--- src/rtl/gps_carr_wipeoff_acc.sv ---
// GPS carrier wipe-off and integrate-and-dump stage.
// The NCO phase indexes a 16-entry cos/sin table. The IF sample is mixed down to I/Q, and the
// products are summed with saturation over a programmable number of samples.
module gps_carr_wipeoff_acc #(
    parameter int SAMPLE_W = 4,
    parameter int ACC_W    = 24
) (
    input  logic                       clk,
    input  logic                       rst,
    input  logic                       enable,
    input  logic                       sample_valid,
    input  logic signed [SAMPLE_W-1:0] if_sample,
    input  logic [3:0]                 carr_phase,
    input  logic [15:0]                dump_len,
    input  logic                       clr,
    output logic signed [SAMPLE_W+3:0] i_mix,
    output logic signed [SAMPLE_W+3:0] q_mix,
    output logic                       mix_valid,
    output logic signed [ACC_W-1:0]    i_acc,
    output logic signed [ACC_W-1:0]    q_acc,
    output logic                       acc_valid,
    output logic                       acc_ovf,
    output logic [15:0]                sample_cnt
);

    localparam int MW = SAMPLE_W + 4;

    // Quantized carrier table, 16 steps per cycle.
    function automatic logic signed [3:0] cos_lut(input logic [3:0] k);
        case (k)
            4'd0:    cos_lut = 4'sd7;
            4'd1:    cos_lut = 4'sd6;
            4'd2:    cos_lut = 4'sd5;
            4'd3:    cos_lut = 4'sd3;
            4'd4:    cos_lut = 4'sd0;
            4'd5:    cos_lut = -4'sd3;
            4'd6:    cos_lut = -4'sd5;
            4'd7:    cos_lut = -4'sd6;
            4'd8:    cos_lut = -4'sd7;
            4'd9:    cos_lut = -4'sd6;
            4'd10:   cos_lut = -4'sd5;
            4'd11:   cos_lut = -4'sd3;
            4'd12:   cos_lut = 4'sd0;
            4'd13:   cos_lut = 4'sd3;
            4'd14:   cos_lut = 4'sd5;
            default: cos_lut = 4'sd6;
        endcase
    endfunction

    logic signed [SAMPLE_W-1:0] s_q;
    logic signed [3:0]          cos_q, sin_q;
    logic                       v0_q;

    logic signed [ACC_W-1:0]    sum_i_q, sum_q_q;
    logic [15:0]                cnt_q, len_q;
    logic                       ovf_q;

    logic signed [MW-1:0]       s_ext, c_ext, n_ext;
    logic [15:0]                len_first, len_now;
    logic                       last;
    logic signed [ACC_W:0]      wide_i, wide_q;
    logic signed [ACC_W-1:0]    sat_i, sat_q;
    logic                       clamp_i, clamp_q;

    localparam logic signed [ACC_W-1:0] SAT_MAX = {1'b0, {(ACC_W-1){1'b1}}};
    localparam logic signed [ACC_W-1:0] SAT_MIN = {1'b1, {(ACC_W-1){1'b0}}};

    assign s_ext      = MW'(s_q);
    assign c_ext      = MW'(cos_q);
    assign n_ext      = MW'(sin_q);
    assign sample_cnt = cnt_q;

    // Period length bookkeeping and saturating next sums.
    always_comb begin
        len_first = (dump_len == 16'd0) ? 16'd1 : dump_len;
        // The length is sampled only on the first product of a period.
        len_now   = (cnt_q == 16'd0) ? len_first : len_q;
        last      = ((cnt_q + 16'd1) == len_now);
        wide_i    = (ACC_W+1)'(sum_i_q) + (ACC_W+1)'(i_mix);
        wide_q    = (ACC_W+1)'(sum_q_q) + (ACC_W+1)'(q_mix);
        clamp_i   = wide_i[ACC_W] != wide_i[ACC_W-1];
        clamp_q   = wide_q[ACC_W] != wide_q[ACC_W-1];
        sat_i     = clamp_i ? (wide_i[ACC_W] ? SAT_MIN : SAT_MAX) : wide_i[ACC_W-1:0];
        sat_q     = clamp_q ? (wide_q[ACC_W] ? SAT_MIN : SAT_MAX) : wide_q[ACC_W-1:0];
    end

    // Two-stage mixer pipeline: table lookup, then full-precision products.
    always_ff @(posedge clk or negedge rst) begin
        if (!rst) begin
            s_q       <= '0;
            cos_q     <= '0;
            sin_q     <= '0;
            v0_q      <= 1'b0;
            i_mix     <= '0;
            q_mix     <= '0;
            mix_valid <= 1'b0;
        end else if (clr) begin
            v0_q      <= 1'b0;
            mix_valid <= 1'b0;
        end else begin
            v0_q <= enable & sample_valid;
            if (enable && sample_valid) begin
                s_q   <= if_sample;
                cos_q <= cos_lut(carr_phase);
                sin_q <= cos_lut(carr_phase + 4'd12);
            end
            mix_valid <= v0_q;
            if (v0_q) begin
                i_mix <= s_ext * c_ext;
                q_mix <= -(s_ext * n_ext);
            end
        end
    end

    // Integrate-and-dump with sticky saturation flag.
    always_ff @(posedge clk or negedge rst) begin
        if (!rst) begin
            sum_i_q   <= '0;
            sum_q_q   <= '0;
            cnt_q     <= '0;
            len_q     <= '0;
            ovf_q     <= 1'b0;
            i_acc     <= '0;
            q_acc     <= '0;
            acc_ovf   <= 1'b0;
            acc_valid <= 1'b0;
        end else if (clr) begin
            sum_i_q   <= '0;
            sum_q_q   <= '0;
            cnt_q     <= '0;
            ovf_q     <= 1'b0;
            acc_valid <= 1'b0;
        end else begin
            acc_valid <= 1'b0;
            if (mix_valid) begin
                if (cnt_q == 16'd0) len_q <= len_first;
                if (last) begin
                    i_acc     <= sat_i;
                    q_acc     <= sat_q;
                    acc_ovf   <= ovf_q | clamp_i | clamp_q;
                    acc_valid <= 1'b1;
                    sum_i_q   <= '0;
                    sum_q_q   <= '0;
                    cnt_q     <= '0;
                    ovf_q     <= 1'b0;
                end else begin
                    sum_i_q <= sat_i;
                    sum_q_q <= sat_q;
                    cnt_q   <= cnt_q + 16'd1;
                    ovf_q   <= ovf_q | clamp_i | clamp_q;
                end
            end
        end
    end

endmodule

--- config.mk ---
export PLATFORM = sky130hd
export DESIGN_NAME = gps_carr_wipeoff_acc
export DESIGN_NICKNAME = d
export VERILOG_FILES = /design/src/rtl/gps_carr_wipeoff_acc.sv
export SDC_FILE = /design/constraint.sdc
export NUM_CORES = 1
export LEC_CHECK = 0
export CORE_UTILIZATION = 42
export DETAILED_ROUTE_END_ITERATION = 7
export PLACE_DENSITY_LB_ADDON = 0.12
export SYNTH_ARGS = -nofsm -noshare
export SYNTH_HDL_FRONTEND = slang
export SYNTH_SLANG_ARGS = --single-unit
--- constraint.sdc ---
create_clock -name clk -period 3.7 [get_ports clk]
set_input_delay 0.74 -clock clk [delete_from_list [all_inputs] [get_ports clk]]
set_output_delay 0.74 -clock clk [all_outputs]
set_load 0.02 [all_outputs]
==> impl_results.md <==
* Met2 wire len at between 10000 and 15000 µm
* Synth area leader: dfrtp_1
* Antenna Cells at 0
* Via count at about 8600
* Leakage at 6.401 nW
* Synth Warn # at 0
* Drc violations at 0
* Synth top cells by count: dfrtp_1 (161), nand2_1 (106), a21oi_1 (83), ha_1 (82), o21ai_0 (76)
* ANT nets after route at 0
* Mapped Nets at 1232
* Hold Fails Final Rpt at 0
* Outcome: finished clean
* Worst Path Arrival at between 3 and 4 ns
* Total I/O pin count at ~110
* Clk_lat worst skew at about 0.43 ns
* Max-Cap Viols at 0
* Slowest stage delay, CP at between 0.5 and 0.6 ns
* Fin crit period at roughly 3.5 ns
* Cell with the most instances after synthesis: dfrtp_1
* Startpoint Class: flop
* Maximum buffer depth of the clock tree at 2
* Critical Path RT at approximately 4.0 ns
* Fin cells at ~1600
* Largest net degree at the start of global routing at 66
* Fmax at between 200 and 300 MHz
* Post-layout net count at 1379
* Share of cells above drive strength 1 at approximately 14%
* Routability Congestion at 0.8394
* Grt ovf at 0
* Final Skew at 0.01245 ns
* Worst-Margin Slew at a little under 0.8 ns
* Die area at 0.02660 mm²
* CP max-delay cell: or4_1
* H-tree depth at 4
* Initial antenna violation count at 0
* Die Wd at approximately 160 µm
* Synth top area share at 36.97%
* P_sw at ~3.0 mW
* Gate power share at between 40% and 50%
* WL per Instance at between 15 and 20 µm
* Min-delay worst type: input pin to asynchronous set/reset pin
* Total Power at approximately 7.5 mW
* Vias per cell at approximately 5.4
* Netlist cell types at 67
* Sw frac at between 40% and 50%
* Metal-1 WL at around 13000 µm
* RSZ-0062 raised after global routing: no
* Wire length of the first global-routing pass at approximately 44000 µm
* DR iter-0 viols at approximately 380
* Largest cells by area after synthesis: dfrtp_1 (37%), ha_1 (9.4%), mux2_2 (4.9%)
* Clk pwr share at 23.6%
* Sequential power share at ~29%
* Post-synthesis sequential area ratio at between 30% and 40%
* Synthesized area at about 0.011 mm²
* Async S/R FF share, synth at 100.0%
* Pint at ~4.5 mW
* Setup TNS at 0 ns
* Setup violators final at 0
* FF+latch count, synth at 161
* # port buffers at 111
* Top FF cell, synth: dfrtp_1
* Vias in the first global route at 8562
* Slew Limit Fails at 0
* CTS root buffer: clkbuf_16
* Placed cells at 1560
* WS Path Type: flop to flop
* Detailed-placement wirelength estimate at around 19000 µm
* EDFF count, synth at 0
* Core area at about 0.025 mm²
* First-pass DRT Iterations at 4
* Max rail drop VDD at approximately 350 µV
* Clock-pin slew on the worst setup and hold paths at around 0.07 ns
* Worst rel slew slack at 48.18%
* Clock Sinks at approximately 160
* TritonCTS clock tree: done
* WL final at 26460 µm
* Initial Util at between 40% and 50%
* Worst-path cell chain: or4_1 > or4_4 > buf_4 > o211ai_1 > and3_1 > o2111ai_2 > nor4_4 > buf_4 > a21oi_4 > buf_6 > o41a_1 > o22a_1
* Setup slack after layout at about 0.18 ns
* Row count at slightly below 60
* Post-place setup slack at -0.05343 ns
* Critical Path Fanout Max at 10
* Power Dens Cells at about 560 mW/mm²
* Syn Area/Cell at 9.880 µm²
* CP Capture Type: flop
* Critical Path Most Common Cell: buf_4
* Final Cycle Share at roughly 95%
* Top sig layer: met4
* Gate Count Post-Synth at 1103
* Hold slack at approximately 0.3 ns
* Overall routing resource usage at 20.92%
* Area Growth Syn to Fin at 23.25%
* Hold Buf Count CTS at 0
* Routed wire length on met3 at 943 µm
* Die Span Y at 163.1 µm
* CTS buffer count at 17
through the flow:
step / utilization [%] / area (µm²)
global placement: 50.62 / 12820
finish: 53.03 / 13430
CTS: 52.98 / 13420
floorplan: - / 10930
detailed placement: 50.62 / 12820
global route: 53.03 / 13430
power by group through the flow:
stage | Combinational [mW] | Sequential [mW] | Clock [mW]
after floorplan | 2.31 | 2.20 | 0
after global placement | 3.55 | 2.17 | 0
after detailed placement | 3.57 | 2.16 | 0
after CTS | 3.60 | 2.13 | 1.81
after global routing | 4.02 | 2.16 | 1.87
final | 3.57 | 2.13 | 1.76
state kept, by name (all words and copies together), names as in the netlist, 8 cells and up:
signal / count
sample_cnt: 16
q_mix: 8
q_acc: 24
len_q: 16
sum_i_q: 24
i_acc: 24
sum_q_q: 24
i_mix: 8
logic make-up (layout without fill, tap and decap cells):
| logic type | Yosys count | in the layout | synth area share (%) |
|---|---|---|---|
| compound gates | 310 | 310 | 18.63 |
| xor+xnor | 84 | 84 | 7.003 |
| fa+ha+maj | 109 | 109 | 13.55 |
| buf+inv | 110 | 270 | 4.294 |
| flops | 161 | 161 | 36.97 |
| mux | 75 | 75 | 8.002 |
| simple gates | 254 | 254 | 11.55 |
worst max-delay path: cells and delay by family, from the launching register on:
family | cells | cell delay, ns
buf+inv | 3 | 0.54
simple gates | 4 | 1.78
flops | 1 | 0.38
compound gates | 5 | 0.70
routing by layer:
layer  global-route usage (%)  vias up
met1                    29.44     4166
li1                         -     4260
met2                    33.66      146
met3                    3.403       18
met5                        0        -
met4                    4.673        0
layout by cell type, fill, tap and decap left out, drive strengths merged, types with 11 or more instances in the layout:
cell type | Yosys | routed
mux2i | 17 | 17
o21ai | 76 | 76
nor3 | 14 | 14
nor2 | 33 | 33
buf | 16 | 66
nand2 | 106 | 106
inv | 62 | 67
clkbuf | 32 | 19
xnor2 | 46 | 46
ha | 82 | 82
a22o | 47 | 47
and2 | 22 | 22
fa | 18 | 18
a211oi | 14 | 14
a21o | 27 | 27
clkdlybuf4s50 | 0 | 110
xor2 | 36 | 36
nand2b | 11 | 11
a21oi | 84 | 84
mux2 | 57 | 57
dfrtp | 161 | 161
nor2b | 13 | 13
nand3 | 17 | 17
path summary, 6_finish.rpt:
| kind | startpoint | end | slack, ns | cells after the start |
|---|---|---|---|---|
| max | sample_cnt[4] | ovf_q | 0.18 | 12 |
| min | rst | i_acc[12] | 0.30 | 1 |
| max reg2reg | sample_cnt[4] | ovf_q | 0.18 | 12 |
| min reg2reg | q_acc[16] | q_acc[16] | 0.47 | 2 |
| max in group asynchronous | rst | sum_q_q[15] | 2.57 | 2 |
| min in group clk | q_acc[16] | q_acc[16] | 0.47 | 2 |
layout make-up:
type,count,area [µm²]
multi-input cells,832,6452
repair buffers,176,1724
inverters,62,232.7
well taps,330,412.9
flip-flops and latches,161,4033
clock buffers,19,452.9
fillers,2343,11900
clock inverters,13,123.9
what timing repair did:
action                                  in CTS  in global routing
gates resized for setup                      4                  4
pin swaps                                    2                  4
endpoints found under the setup margin       7                109
buffers inserted                             1                  0
No activity file was read; power rests on OpenSTA's default activity.
